`src/rtl/cmp_pkg.sv`:
```
// Shared types and helpers for the sequential magnitude comparator.
package cmp_pkg;

  typedef enum logic [1:0] {
    IDLE,
    CMP,
    DONE
  } state_t;

  typedef struct packed {
    logic eq;
    logic gt;
    logic lt;
  } result_t;

  // Slice index width; never below one bit so a single-slice build still has a register.
  function automatic int unsigned idx_width(input int unsigned n);
    return (n > 1) ? $clog2(n) : 1;
  endfunction

endpackage

```
`src/rtl/slice_cmp.sv`:
```
// Combinational CHUNK-bit unsigned compare with optional MSB inversion for signed top slices.
module slice_cmp #(
  parameter int unsigned CHUNK = 8
) (
  input  logic [CHUNK-1:0] a,
  input  logic [CHUNK-1:0] b,
  input  logic             msb_inv,
  output logic             gt,
  output logic             lt
);

  logic [CHUNK-1:0] mask;
  logic [CHUNK-1:0] aa;
  logic [CHUNK-1:0] bb;

  // Flipping the sign bit on both sides maps two's-complement order onto unsigned order.
  always_comb begin
    mask          = '0;
    mask[CHUNK-1] = msb_inv;
    aa            = a ^ mask;
    bb            = b ^ mask;
    gt            = (aa > bb);
    lt            = (aa < bb);
  end

endmodule

```
`src/rtl/seq_magnitude_comparator.sv`:
```
// Cascadable magnitude comparator, one CHUNK slice per cycle, MSB slice first.
// Optional two's-complement compare of the top slice when SIGNED_CMP_EN is defined.
module seq_magnitude_comparator
  import cmp_pkg::*;
#(
  parameter int unsigned WIDTH = 32,
  parameter int unsigned CHUNK = 8
) (
  input  logic             clk,
  input  logic             rst_n,
  input  logic             in_valid,
  output logic             in_ready,
  input  logic [WIDTH-1:0] a,
  input  logic [WIDTH-1:0] b,
  input  logic             i_aeqb,
  input  logic             i_agtb,
  input  logic             i_altb,
`ifdef SIGNED_CMP_EN
  input  logic             signed_mode,
`endif
  output logic             out_valid,
  input  logic             out_ready,
  output logic             o_aeqb,
  output logic             o_agtb,
  output logic             o_altb
);

  localparam int unsigned NUM_CHUNKS = WIDTH / CHUNK;
  localparam int unsigned IW         = idx_width(NUM_CHUNKS);
  localparam logic [IW-1:0] LAST_IDX = IW'(NUM_CHUNKS - 1);

  if (CHUNK == 0 || (WIDTH % CHUNK) != 0 || NUM_CHUNKS < 1) begin : g_bad_params
    $error("seq_magnitude_comparator: WIDTH must be a non-zero multiple of CHUNK");
  end

  state_t           state;
  logic [WIDTH-1:0] a_q;
  logic [WIDTH-1:0] b_q;
  result_t          casc_q;
  result_t          res;
  logic [IW-1:0]    idx;
  logic             smode_q;

  logic [CHUNK-1:0] a_sl;
  logic [CHUNK-1:0] b_sl;
  logic             msb_inv;
  logic             sl_gt;
  logic             sl_lt;

  always_comb begin
    a_sl = '0;
    b_sl = '0;
    for (int unsigned i = 0; i < NUM_CHUNKS; i++) begin
      if (idx == IW'(i)) begin
        a_sl = a_q[i*CHUNK +: CHUNK];
        b_sl = b_q[i*CHUNK +: CHUNK];
      end
    end
    msb_inv = smode_q && (idx == LAST_IDX);
  end

  slice_cmp #(.CHUNK(CHUNK)) u_slice_cmp (
    .a       (a_sl),
    .b       (b_sl),
    .msb_inv (msb_inv),
    .gt      (sl_gt),
    .lt      (sl_lt)
  );

  always_ff @(posedge clk) begin
    if (!rst_n) begin
      state     <= IDLE;
      in_ready  <= 1'b1;
      out_valid <= 1'b0;
      res       <= '0;
      idx       <= LAST_IDX;
      a_q       <= '0;
      b_q       <= '0;
      casc_q    <= '0;
      smode_q   <= 1'b0;
    end else begin
      case (state)
        IDLE: begin
          if (in_valid) begin
            a_q      <= a;
            b_q      <= b;
            casc_q   <= '{eq: i_aeqb, gt: i_agtb, lt: i_altb};
`ifdef SIGNED_CMP_EN
            smode_q  <= signed_mode;
`else
            smode_q  <= 1'b0;
`endif
            idx      <= LAST_IDX;
            in_ready <= 1'b0;
            state    <= CMP;
          end
        end
        CMP: begin
          if (sl_gt || sl_lt) begin
            res       <= '{eq: 1'b0, gt: sl_gt, lt: sl_lt};
            out_valid <= 1'b1;
            state     <= DONE;
          end else if (idx != '0) begin
            idx <= idx - IW'(1);
          end else begin
            res       <= casc_q;
            out_valid <= 1'b1;
            state     <= DONE;
          end
        end
        DONE: begin
          if (out_ready) begin
            out_valid <= 1'b0;
            in_ready  <= 1'b1;
            state     <= IDLE;
          end
        end
        default: begin
          state     <= IDLE;
          in_ready  <= 1'b1;
          out_valid <= 1'b0;
        end
      endcase
    end
  end

  assign o_aeqb = res.eq;
  assign o_agtb = res.gt;
  assign o_altb = res.lt;

endmodule

```
`config.mk`:
```
export PLATFORM = sky130hd
export DESIGN_NAME = seq_magnitude_comparator
export DESIGN_NICKNAME = d
export VERILOG_FILES = /design/src/rtl/cmp_pkg.sv /design/src/rtl/slice_cmp.sv /design/src/rtl/seq_magnitude_comparator.sv
export SDC_FILE = /design/constraint.sdc
export NUM_CORES = 1
export LEC_CHECK = 0
export ABC_CLOCK_PERIOD_IN_PS = 3600
export BUFFER_PORTS_ARGS = -buffer_cell sky130_fd_sc_hd__buf_2
export CORE_MARGIN = 2
export CORE_UTILIZATION = 40
export DETAILED_ROUTE_END_ITERATION = 6
export GPL_ROUTABILITY_DRIVEN = 1
export PLACE_DENSITY_LB_ADDON = 0.25
export SLEW_MARGIN = 20
export SYNTH_ARGS = -nofsm -noshare
export SYNTH_HDL_FRONTEND = slang
export SYNTH_SLANG_ARGS = --single-unit
export TNS_END_PERCENT = 50
```
`constraint.sdc`:
```
create_clock -name clk -period 3.6 [get_ports clk]
set_clock_uncertainty 0.15 [all_clocks]
set_input_delay 0 -clock clk [delete_from_list [all_inputs] [get_ports clk]]
set_output_delay 0 -clock clk [all_outputs]
set_load 0.03 [all_outputs]
```
After elaboration in Yosys (flattened, before gate mapping) --
Index checks and enable logic that the tools add are counted.
Operators by class: $add $sub $neg 1, multiply operators 0, divide/modulo/power cells 0, order comparisons 2, equal/unequal tests 11, shift operators 0, multiplexer cells 26, bitwise gates (word level) 2, reductions and logical operators 11
Operator list (number):
- $mux 8 | 8
- $mux 2 | 7
- $ne 2x2->1 const B | 5
- $reduce_and 3->1 | 3
- $gt 8x8->1 | 1
- $lt 8x8->1 | 1
- $eq 2x2->1 const B | 3
- $mux 3 | 2
- $pmux 1 s3 | 2
- $pmux 2 s3 | 1
- $mux 1 | 5
- $eq 2x1->1 const B | 2
- $logic_not 2->1 | 2
- $pmux 2 s2 | 1
- $reduce_and 2->1 | 2
- $reduce_and 4->1 | 1
- $reduce_bool 2->1 | 2
- $ne 3x3->1 const B | 1
- $not 1->1 | 2
- $sub 2x1->2 const B | 1
- $logic_or 1x1->1 | 1
Storage, ports and cells: bits in registers 76, latch bits 0, RAM bits 0, bits in read-only memories 0, input bits 71, output and inout port bits 5, word-level logic and storage cells 65, memories 0

Depth between registers and ports, before layout --
Gate-level depths: netlist of the first run.
depth in word-level cells 9, mapped depth 14

By module --
Synthesis of the first run repeated with hierarchy kept, for this count alone.
Second synthesis, totals: cells, all modules 484, area, all modules 3733.6 µm²
By module, submodules not included:
- seq_magnitude_comparator | times used 1, cells an instance 454, area an instance 3508.4 µm², sequential area each 1521.5 µm²
- slice_cmp | times used 1, cells an instance 30, area an instance 225.2 µm², sequential area each 0.0 µm²

Worst setup path before layout of the first run --
No wires, ideal clock.
kind flip-flop to flip-flop, start register idx[0], end register idx[0], setup time 0.123 ns, arrival 2.574 ns, data required time 3.327 ns, slack 0.753 ns, stages on the path, launching flop included 14, buffers on the path 2, period minus slack after synthesis 2.847 ns, cells stage by stage dfxtp_1 -> inv_1 -> ha_1 -> buf_2 -> buf_2 -> nand3b_1 -> a21oi_1 -> a21oi_1 -> o21ai_0 -> ha_1 -> nand4_1 -> nor3_4 -> and3b_1 -> mux2_1
Between the ends: cells in the longest elaborated chain, start to end 9, elaborated cells on any way between the ends 23, those cells by class 1 x add/sub; 2 x order compare; 5 x eq/ne; 11 x mux; 4 x reduce/logical
RTL lines:
- from (decl) | RTL line seq_magnitude_comparator.sv:41 | logic [IW-1:0] idx;
- from (signal assigned) | RTL line seq_magnitude_comparator.sv:104 | idx <= idx - IW'(1);
- $logic_not 2->1 | RTL line seq_magnitude_comparator.sv:54 | if (idx == IW'(i)) begin
- $mux 8 (4 in series) | RTL line seq_magnitude_comparator.sv:54
- $gt 8x8->1 or $lt 8x8->1 (tied branches) | RTL line slice_cmp.sv:22, slice_cmp.sv:23
- $logic_or 1x1->1 | RTL line seq_magnitude_comparator.sv:99 | if (sl_gt || sl_lt) begin
- $ne 2x2->1 (no line)
- $reduce_and 4->1 (no line)
Parallel ways exist; a longest one is shown, timed or not. The select of a mux whose other input is x is not followed. A chain may end at the register's enable or synchronous reset.

Worst setup path in the final report of the first run --
start register idx[0], end register idx[1]
The elaborated chain is that of the path after synthesis.

==> summary.md, run 1 <==
| Metric | Value |
|---|---|
| Run status | finished clean |
| CTS sink count | 76 |
| Antenna-violating nets left | 0 |
| Count of final hold-check violations | 0 |
| Worst-Margin Slew | 0.971 ns |
| CP Class | reg2reg |
| Synth warnings | 0 |
| Number of diodes | 0 |
| Starting DRC count in detailed routing | 97 |
| Pwr dens | 420 nW/um^2 |
| Clock slew at reported path FFs | 0.08 ns |
| Final period util | 0.900 |
| Startpoint types | flip-flop |
| # IOs | 76 |
| Xor/xnor share of the synthesized area | 0 |
| Clock latency on the worst-skew pair | 0.36 ns |
| Cell Chain, Critical Path | inv_1 -> ha_2 -> buf_4 -> nand3b_1 -> a21oi_1 -> a21oi_1 -> o21ai_0 -> ha_1 -> nand4_1 -> nor3_4 -> and3b_1 -> mux2_1 |
| Flop-to-flop setup slack | 0.36 ns |
| FMAX | 309 MHz |
| Most frequent cell after synthesis | nand2_1 |
| Register-to-Register Path Depth | 12 |
| Met3 wire length | 375 um |
| Netlist cell types | 28 |
| Crit path DAT | 3.33 ns |
| Slew Viols, Final | 0 |
| Buffer levels on the longest clock path | 2 |
| Simple-Gate Fraction of Synth Area | 0.256 |
| Period minus WS final | 3.24 ns |
| Crit path largest cell delay | 0.40 ns |
| Leakage power | 0.00203 uW |
| Post-synthesis compound-gate area fraction | 0.234 |
| TNS Setup | 0 ns |
| Root buf cell | clkbuf_8 |
| Number of synthesized flops with an enable pin | 0 |
| WL met1 | 4.40 mm |
| Clock share of power | 0.374 |
| DR DRC count | 0 |
| PnR Total Power | 2100 uW |
| Rows | 34 |
| Core ar. | 8760 um^2 |
| CP endpoint kind | flip-flop |
| GRT Residual Overflow | 0 |
| Sw Share | 0.267 |
| First-pass GRT wire length | 15.6 mm |
| Slew margin rel. | 0.351 |
| GRT Util Overall | 0.195 |
| Met2 wire len | 4.49 mm |
| Seq pwr share | 0.452 |
| Layout Utilization | 0.570 |
| Critical path origin | idx[0]$_SDFFE_PN1P_ |
| Die footprint | 9840 um^2 |
| Reg2reg start | idx[0]$_SDFFE_PN1P_ |
| WL final | 9.35 mm |
| Vias per cell | 4.92 |
| Hold path depth | 2 |
| Leading area contributor after synthesis | dfxtp_1 |
| Post-Syn Instances | 472 |
| CTS tree | built |
| Synthesis-stage register bit count | 76 |
| Worst hold path type | in2reg |
| CP max-delay cell | ha_2 |
| Synthesized area | 3630 um^2 |
| Post-synthesis sequential area ratio | 0.420 |
| Total CTS buffers | 9 |
| DR pass1 iterations | 4 |
| Ratio of cells with drive above 1 in the final layout | 0.171 |
| Adder-cell share of the synthesized area | 0.0414 |
| Post-CTS setup buffers | 0 |
| Mux share of post-synthesis cell area | 0.00621 |
| Syn avg cell area | 7.68 um^2 |
| Top post-synthesis cells by area | dfxtp_1 42%, nand2_1 17%, a21boi_1 14% |
| Synth top cells by count | 166 x nand2_1, 76 x dfxtp_1, 67 x a21boi_1 |
| GP Congestion | 0.840 |
| Area Growth Syn to Fin | 37.9% |
| IO Port Bufs | 75 |
| Max Used Layer | met4 |
| H-tree levels | 3 |
| Hpwl dp | 6.23 mm |
| Hold endpoint | in_ready$_SDFFE_PN1P_ |
| Fin area | 5000 um^2 |
| Largest net degree at the start of global routing | 68 |
| Main synth FF type | dfxtp_1 |
| Max_cap viols | 0 |
| Die Width | 99.2 um |
| Dpl cell area | 4050 um^2 |
| Antenna violations before repair | 0 |
| Comb power frac | 0.175 |
| Top-area cell type share of the netlist area | 0.420 |
| Worst hold start | rst_n |
| Int Power | 1540 uW |
| Crit path top cell by count | a21oi_1 |
| WL/cell | 13.1 um |
| RSZ-0062 raised after global routing | no |
| Required @ worst endpoint | 3.69 ns |
| Via count | 3520 |
| Worst Path Max Fanout | 16 |
| Die Y-Extent | 99.2 um |
| Vias in the first global route | 3420 |
| Starting Density | 0.414 |
| Final layout net count | 685 |
| Syn_nets | 555 |
| Largest family of logic cells by synthesized area | simple AND/OR/NAND/NOR gates |
| Async SR Flop Fraction | 0 |
| Peak VDD IR | 0.243 mV |
| Net Switching | 560 uW |
| Worst reg2reg path endpoint | idx[1]$_SDFFE_PN1P_ |
| Final setup violating endpoints | 0 |
## through the flow
| step | cells | setup WS (ns) | hold WS [ns] |
|---|---|---|---|
| detailed placement | 629 | 0.158 | 0.0976 |
| finish | 715 | 0.359 | 0.0587 |
| global route | 715 | 0.144 | 0.129 |
| global placement | 629 | 0.307 | 0.0910 |
| floorplan | 472 | 0.753 | -0.0152 |
| CTS | 715 | 0.141 | 0.0473 |
## repair_timing
action                                  4_1_cts  5_1_grt
hold buffers                                 70        0
hold endpoints to repair                     71        0
endpoints found under the setup margin        0        2
resized for setup                             0        2
## power groups by stage
stage	clock network (uW)	logic [uW]	registers [uW]
6_report	784	367	949
5_1_grt	833	413	957
4_1_cts	797	367	949
3_5_place_dp	0	309	968
3_3_place_gp	0	301	968
2_1_floorplan	0	210	962
## worst max path at each step
stage	end	slack, ns
after floorplan	idx[0]$_SDFFE_PN1P_	0.75
after global placement	idx[1]$_SDFFE_PN1P_	0.31
after detailed placement	idx[1]$_SDFFE_PN1P_	0.16
after CTS	idx[1]$_SDFFE_PN1P_	0.14
after global routing	idx[1]$_SDFFE_PN1P_	0.14
final	idx[1]$_SDFFE_PN1P_	0.36
## logic make-up (layout without fill, tap and decap cells)
logic type                 Yosys count  in the layout
and+or+nand+nor                    213            213
AOI/OAI and AO/OA                  132            132
DFF                                 76             76
buffers and inverters               37            172
adders and majority gates           12             12
muxes                                2              2
## layout make-up
class	instances	area [um^2]
multi-input combinational	359	1960
clock inverter	6	111
timing repair buffer	152	1130
tap	108	135
sequential	76	1520
inverter	4	15.0
fill	812	3760
clock buffer	10	128
## placed cells by master, fill, tap and decap left out, types with 2 or more instances in the layout
cell type | Yosys | final
nand2_1 | 166 | 166
dfxtp_1 | 76 | 76
buf_2 | 5 | 75
dlygate4sd3_1 | 0 | 70
a21boi_1 | 67 | 67
a21oi_1 | 46 | 46
nand3b_1 | 19 | 19
nor2_1 | 12 | 12
o21ai_0 | 10 | 10
ha_1 | 12 | 10
clkbuf_8 | 0 | 9
buf_4 | 3 | 7
inv_1 | 4 | 4
nand3_1 | 4 | 4
nor3_1 | 3 | 3
o21a_1 | 3 | 3
bufinv_16 | 0 | 3
o21ai_1 | 2 | 2
nor2b_1 | 2 | 2
nand4_1 | 2 | 2
mux2_1 | 2 | 2
ha_2 | 0 | 2
## critical path, delay by kind of cell, from the launching register on
kind | cells | cell delay (ns)
simple gates | 4 | 0.86
fa+ha+maj | 2 | 0.62
mux | 1 | 0.35
buf+inv | 2 | 0.33
compound gates | 3 | 0.45
flops | 1 | 0.36
## state kept, by name (all words and copies together) (netlist names), 2 cells and up
name    cells
b_q        32
casc_q      3
idx         2
state       2
a_q        32
## per-layer routing
layer	vias up	track usage
met5	-	0
met4	0	0.0474
met3	8	0.0471
met2	78	0.334
met1	1599	0.249
li1	1835	-
Power figures use the tool's default switching activity.
==> run 2, diff against run 1 <==
--- a/config.mk
+++ b/config.mk
@@ -6,7 +6,7 @@
 export NUM_CORES = 1
 export LEC_CHECK = 0
 export ABC_CLOCK_PERIOD_IN_PS = 3600
-export BUFFER_PORTS_ARGS = -buffer_cell sky130_fd_sc_hd__buf_2
+export BUFFER_PORTS_ARGS = -buffer_cell sky130_fd_sc_hd__clkbuf_2
 export CORE_MARGIN = 2
 export CORE_UTILIZATION = 40
 export DETAILED_ROUTE_END_ITERATION = 6
==> run 2 against run 1 <==
Global-route usage increased by 0.59 points. Via count increased by 0.68%. Critical endpoint unchanged. Flip-flop and latch count unchanged. Largest cell class unchanged. Clock power increased by 2.8%. Register-to-register slack improved by 0.04 ns. Combinational power increased by 2%.
==> summary.md, run 2 (synthesis results as in run 1) <==
| Metric | Value |
|---|---|
| Root buf cell | clkbuf_8 |
| Clock latency on the worst-skew pair | 0.36 ns (about the same) |
| DR DRC count | 0 (unchanged) |
| Final setup violating endpoints | 0 (unchanged) |
| Met1 Use GR | 0.247 (-0.00198) |
| Worst Path Max Fanout | 16 (unchanged) |
| Reg2reg start | idx[0]$_SDFFE_PN1P_ |
| Rows | 34 (unchanged) |
| Largest net degree at the start of global routing | 55 (-19%) |
| Starting Density | 0.414 (unchanged) |
| Max_cap viols | 0 (unchanged) |
| IO Port Bufs | 75 (unchanged) |
| Core ar. | 8760 um^2 (unchanged) |
| Clock slew at reported path FFs | 0.08 ns (about the same) |
| Period minus WS final | 3.21 ns (-0.0360 ns) |
| Antenna violations before repair | 0 (unchanged) |
| CP max-delay cell | ha_2 |
| Final layout net count | 687 (+0.29%) |
| Register-to-Register Path Depth | 12 (unchanged) |
| Antenna-violating nets left | 0 (unchanged) |
| Startpoint types | flip-flop |
| Post-route insts no fill | 717 (+0.28%) |
| Comb power frac | 0.175 (about the same) |
| # IOs | 76 (unchanged) |
| Hpwl dp | 6.34 mm (+1.9%) |
| Final period util | 0.890 (-0.00999) |
| Number of diodes | 0 (unchanged) |
| Dpl cells | 630 (+0.16%) |
| GRT Residual Overflow | 0 (unchanged) |
| Ratio of cells with drive above 1 in the final layout | 0.176 (+0.00436) |
| H-tree levels | 3 (unchanged) |
| Run status | finished clean |
| Worst reg2reg path endpoint | idx[1]$_SDFFE_PN1P_ |
| Most frequent cells in the layout | 166 x nand2_1, 76 x dfxtp_1, 75 x clkbuf_2 |
| Crit path top cell by count | a21oi_1 |
| Commonest non-fill, non-tap cell in the layout | nand2_1 |
| Hold path depth | 2 (unchanged) |
| Seq pwr share | 0.446 (-0.006) |
| Worst-Margin Slew | 0.918 ns (-0.0526 ns) |
| CTS tree | built |
| DR pass1 iterations | 4 (unchanged) |
| Busiest layer in global routing | met2 |
| Vias per cell | 4.94 (+0.40%) |
| WL final | 9.50 mm (+1.7%) |
| Sw Share | 0.266 (about the same) |
| Starting DRC count in detailed routing | 110 (+13%) |
| CP Class | reg2reg |
| Top flop regs | a_q (32), b_q (32), casc_q (3) |
| Die Y-Extent | 99.2 um (unchanged) |
| Filler Cells Inserted | 816 (+0.49%) |
| Area Growth Syn to Fin | 38.6% |
| Buffer levels on the longest clock path | 2 (unchanged) |
| Layout Utilization | 0.574 (+0.00328) |
| Hold slack | 0.237 ns (+0.179 ns) |
| CTS sink count | 76 (unchanged) |
| Peak VDD IR | 0.217 mV (-11%) |
| Flop-to-flop setup slack | 0.39 ns (+0.04 ns) |
| Crit path largest cell delay | 0.40 ns (about the same) |
| Pwr dens | 423 nW/um^2 (+0.78%) |
| Cell Chain, Critical Path | inv_1 -> ha_2 -> buf_4 -> nand3b_1 -> a21oi_1 -> a21oi_1 -> o21ai_0 -> ha_1 -> nand4_1 -> nor3_4 -> and3b_1 -> mux2_1 |
| Die footprint | 9840 um^2 (unchanged) |
| Slew Viols, Final | 0 (unchanged) |
| GRT Util Overall | 0.201 (+0.00593) |
| Crit path DAT | 3.30 ns (-0.03 ns) |
| Worst hold start | rst_n |
| Net Switching | 567 uW (+1.3%) |
| Met3 GRT Util | 0.0478 (+0.000703) |
| Int Power | 1560 uW (+1.4%) |
| RSZ-0062 raised after global routing | no |
| FMAX | 312 MHz (+1.1%) |
| Total CTS buffers | 9 (unchanged) |
| Clock share of power | 0.379 (+0.005) |
| GP Congestion | 0.822 (-2.1%) |
| Leakage power | 0.00206 uW (+1.5%) |
| TNS Setup | 0 ns (unchanged) |
| Via count | 3544 (+0.68%) |
| Vias in the first global route | 3574 (+4.5%) |
| CP endpoint kind | flip-flop |
| First-pass GRT wire length | 15.9 mm (+2.0%) |
| Hold endpoint | in_ready$_SDFFE_PN1P_ |
| Count of final hold-check violations | 0 (unchanged) |
| WL/cell | 13.3 um (+1.4%) |
| Required @ worst endpoint | 3.70 ns (about the same) |
| Slew margin rel. | 0.388 (+0.0370) |
| M2 GR Usage | 0.347 (+0.0135) |
| Worst hold path type | in2reg |
| Critical path origin | idx[0]$_SDFFE_PN1P_ |
| Die Width | 99.2 um (unchanged) |
run 2: worst max path at each step:
stage                                      to  slack [ns]
after global placement    idx[1]$_SDFFE_PN1P_        0.30
after global routing      idx[0]$_SDFFE_PN1P_        0.17
after detailed placement  idx[1]$_SDFFE_PN1P_        0.21
after CTS                 idx[1]$_SDFFE_PN1P_        0.20
after floorplan           idx[0]$_SDFFE_PN1P_        0.75
final                     idx[1]$_SDFFE_PN1P_        0.39
run 2: per-stage QoR:
step	setup slack [ns]	area [um^2]	total power (uW)
after floorplan	0.753	3630	1170
after global placement	0.297	4060	1270
after detailed placement	0.209	4060	1280
after CTS	0.198	5010	2150
after global routing	0.169	5030	2230
final	0.395	5030	2130
run 2: per-layer routing:
metal | wire [um] | vias up
met2 | 4600 | 67
met5 | 0 | -
met3 | 349 | 11
met1 | 4440 | 1634
met4 | 117 | 0
li1 | - | 1832
run 2: cell type report:
class,instances,area [um^2],share of cell area
inverter,4,15.0,0.00299
multi-input combinational,359,1960,0.390
timing repair buffer,154,1150,0.228
tap,108,135,0.0269
clock buffer,10,138,0.0274
sequential,76,1520,0.303
clock inverter,6,111,0.0222
run 2: timing repair:
action / in CTS / in global routing
setup endpoints to repair: 0 / 2
gates resized for setup: 0 / 2
setup buffers: 0 / 0
endpoints found under the hold margin: 71 / 0
hold buffers: 70 / 0
run 2: worst max-delay path, delay by kind of cell (launching register included):
family / cells / cell delay, ns
muxes: 1 / 0.33
DFF: 1 / 0.35
buffers and inverters: 2 / 0.33
adders and majority gates: 2 / 0.62
and+or+nand+nor: 4 / 0.80
AOI/OAI and AO/OA: 3 / 0.52
run 2: power groups by stage:
| stage | combinational [uW] | sequential [uW] | clock [uW] |
|---|---|---|---|
| final | 374 | 949 | 806 |
| after detailed placement | 311 | 968 | 0 |
| after CTS | 371 | 949 | 825 |
| after global routing | 421 | 956 | 854 |
| after global placement | 303 | 968 | 0 |
| after floorplan | 210 | 962 | 0 |
==> run 3, diff against run 2 <==
--- a/config.mk
+++ b/config.mk
@@ -9,9 +9,11 @@
 export BUFFER_PORTS_ARGS = -buffer_cell sky130_fd_sc_hd__clkbuf_2
 export CORE_MARGIN = 2
 export CORE_UTILIZATION = 40
+export CTS_CLUSTER_SIZE = 28
 export DETAILED_ROUTE_END_ITERATION = 6
 export GPL_ROUTABILITY_DRIVEN = 1
 export PLACE_DENSITY_LB_ADDON = 0.25
+export RECOVER_POWER = 50
 export SLEW_MARGIN = 20
 export SYNTH_ARGS = -nofsm -noshare
 export SYNTH_HDL_FRONTEND = slang
==> run 3 against run 2 <==
Critical endpoint unchanged. Design area decreased by 0.50%. Core utilization decreased by 0.29 points. Routed wire length about the same. Final cell count unchanged. The flow now finishes with violations (capacitance limit, slew limit). Clock power about the same. Highest routed layer unchanged.
==> summary.md, run 3 (synthesis results as in run 1) <==
| Metric | Value |
|---|---|
| Die footprint | 9840 um^2 (unchanged) |
| TNS Setup | 0 ns (unchanged) |
| Slew Viols, Final | 42 (+42) |
| H-tree levels | 3 (unchanged) |
| Antenna-violating nets left | 0 (unchanged) |
| # IOs | 76 (unchanged) |
| First-pass GRT wire length | 15.9 mm (unchanged) |
| Leakage power | 0.00201 uW (-2.2%) |
| Top flop regs | a_q (32), b_q (32), casc_q (3) |
| Final setup violating endpoints | 0 (unchanged) |
| Die Width | 99.2 um (unchanged) |
| WL/cell | 13.2 um (about the same) |
| DR DRC count | 0 (unchanged) |
| Clock latency on the worst-skew pair | 0.36 ns (about the same) |
| FMAX | 312 MHz (-0.11%) |
| Commonest non-fill, non-tap cell in the layout | nand2_1 |
| Post-CTS setup buffers | 0 (unchanged) |
| Total CTS buffers | 9 (unchanged) |
| Peak VDD IR | 0.216 mV (-0.39%) |
| Root buf cell | clkbuf_8 |
| Startpoint types | flip-flop |
| CP Class | reg2reg |
| Slew margin rel. | -0.0450 (-0.433) |
| DR pass1 iterations | 4 (unchanged) |
| Failing checks | capacitance limit, slew limit |
| Clock slew at reported path FFs | 0.08 ns (about the same) |
| Final period util | 0.891 (+0.000943) |
| Sw Share | 0.266 (about the same) |
| Number of diodes | 0 (unchanged) |
| Via count | 3508 (-1.0%) |
| GRT Residual Overflow | 0 (unchanged) |
| Rows | 34 (unchanged) |
| Required @ worst endpoint | 3.70 ns (about the same) |
| Comb power frac | 0.172 (-0.003) |
| Seq pwr share | 0.447 (about the same) |
| Vias in the first global route | 3574 (unchanged) |
| Starting DRC count in detailed routing | 113 (+2.7%) |
| Most frequent cells in the layout | 166 x nand2_1, 76 x dfxtp_1, 70 x dlygate4sd3_1, 70 x clkbuf_2, 46 x a21oi_1 |
| Layout Utilization | 0.571 (-0.00285) |
| Int Power | 1560 uW (-0.40%) |
| Clock share of power | 0.381 (+0.002) |
| Core ar. | 8760 um^2 (unchanged) |
| CTS tree | built |
| Count of final hold-check violations | 0 (unchanged) |
| WL final | 9.49 mm (about the same) |
| GP Congestion | 0.822 (unchanged) |
| Worst Path Max Fanout | 16 (unchanged) |
| Net Switching | 565 uW (-0.40%) |
| GRT Util Overall | 0.201 (unchanged) |
| Pwr dens | 424 nW/um^2 (about the same) |
| Hpwl dp | 6.34 mm (unchanged) |
| Area Growth Syn to Fin | 38.0% |
| Buffer levels on the longest clock path | 2 (unchanged) |
| Crit path DAT | 3.31 ns (about the same) |
| IO Port Bufs | 75 (unchanged) |
| RSZ-0062 raised after global routing | no |
| Largest net degree at the start of global routing | 55 (unchanged) |
| Filler Cells Inserted | 821 (+0.61%) |
| Vias per cell | 4.89 (-1.0%) |
| CTS sink count | 76 (unchanged) |
| CP endpoint kind | flip-flop |
| Final layout net count | 687 (unchanged) |
| Antenna violations before repair | 0 (unchanged) |
| Worst hold path type | in2reg |
| Worst-Margin Slew | 1.57 ns (+0.649 ns) |
| Ratio of cells with drive above 1 in the final layout | 0.163 (-0.0131) |
| Run status | complete, but fails checks |
| Starting Density | 0.414 (unchanged) |
| Max_cap viols | 1 (+1) |
| Die Y-Extent | 99.2 um (unchanged) |
| Period minus WS final | 3.21 ns (+0.00339 ns) |
run 3: changes by cell type in the layout (fill, tap and decap cells not counted), sizes merged:
cell / delta
buf: -2
clkbuf: +2
run 3: cell type report:
type,instances,area [um^2],area share
flip-flops and latches,76,1520,0.304
clock buffers,10,138,0.0275
multi-input cells,359,1950,0.389
well taps,108,135,0.0270
inverters,4,15.0,0.00300
clock inverters,6,111,0.0223
repair buffers,154,1130,0.227
run 3: per-layer routing:
| layer | share of wire | global-route usage |
|---|---|---|
| met5 | 0 | 0 |
| met2 | 0.48 | 0.347 |
| met1 | 0.46 | 0.247 |
| met4 | 0.015 | 0.0664 |
| met3 | 0.044 | 0.0478 |
run 3: path summary, 6_finish.rpt:
kind                              from               endpoint  slack, ns  depth (start not counted)
setup / recovery   idx[0]$_SDFFE_PN1P_    idx[1]$_SDFFE_PN1P_       0.39                         13
hold / removal                   rst_n  in_ready$_SDFFE_PN1P_       0.22                          2
setup reg to reg   idx[0]$_SDFFE_PN1P_    idx[1]$_SDFFE_PN1P_       0.39                         13
hold reg to reg   b_q[23]$_SDFFE_PN0P_   b_q[23]$_SDFFE_PN0P_       0.31                          2
run 3: power groups by stage:
stage	Combinational, uW	Sequential [uW]	Clock (uW)
2_1_floorplan	210	962	0
3_3_place_gp	303	968	0
3_5_place_dp	311	968	0
4_1_cts	371	949	825
5_1_grt	413	955	854
6_report	365	948	807
run 3: worst max-delay path: stages (launching register included):
cell and delay [ns]:
dfxtp_1 0.35, inv_1 0.12, ha_2 0.40, buf_4 0.21, nand3b_1 0.08, a21oi_1 0.18
a21oi_1 0.06, o21ai_0 0.22, ha_1 0.30, a21oi_1 0.15, o21ai_1 0.11, nand3b_1 0.22
and3b_1 0.24, mux2_1 0.31
run 3: through the flow:
step | worst slack [ns] | instances | total power (uW) | hold WS, ns | area (um^2)
finish | 0.391 | 717 | 2120 | 0.222 | 5000
global route | 0.169 | 717 | 2220 | 0.262 | 5000
global placement | 0.297 | 630 | 1270 | 0.0735 | 4060
CTS | 0.198 | 716 | 2150 | 0.231 | 5010
detailed placement | 0.209 | 630 | 1280 | 0.0761 | 4060
floorplan | 0.753 | 472 | 1170 | -0.0152 | 3630
run 3: what timing repair did:
item                                   4_1_cts  5_1_grt
setup endpoints to repair                    0        2
resized for setup                            0        2
hold buffers                                70        0
endpoints found under the hold margin       71        0
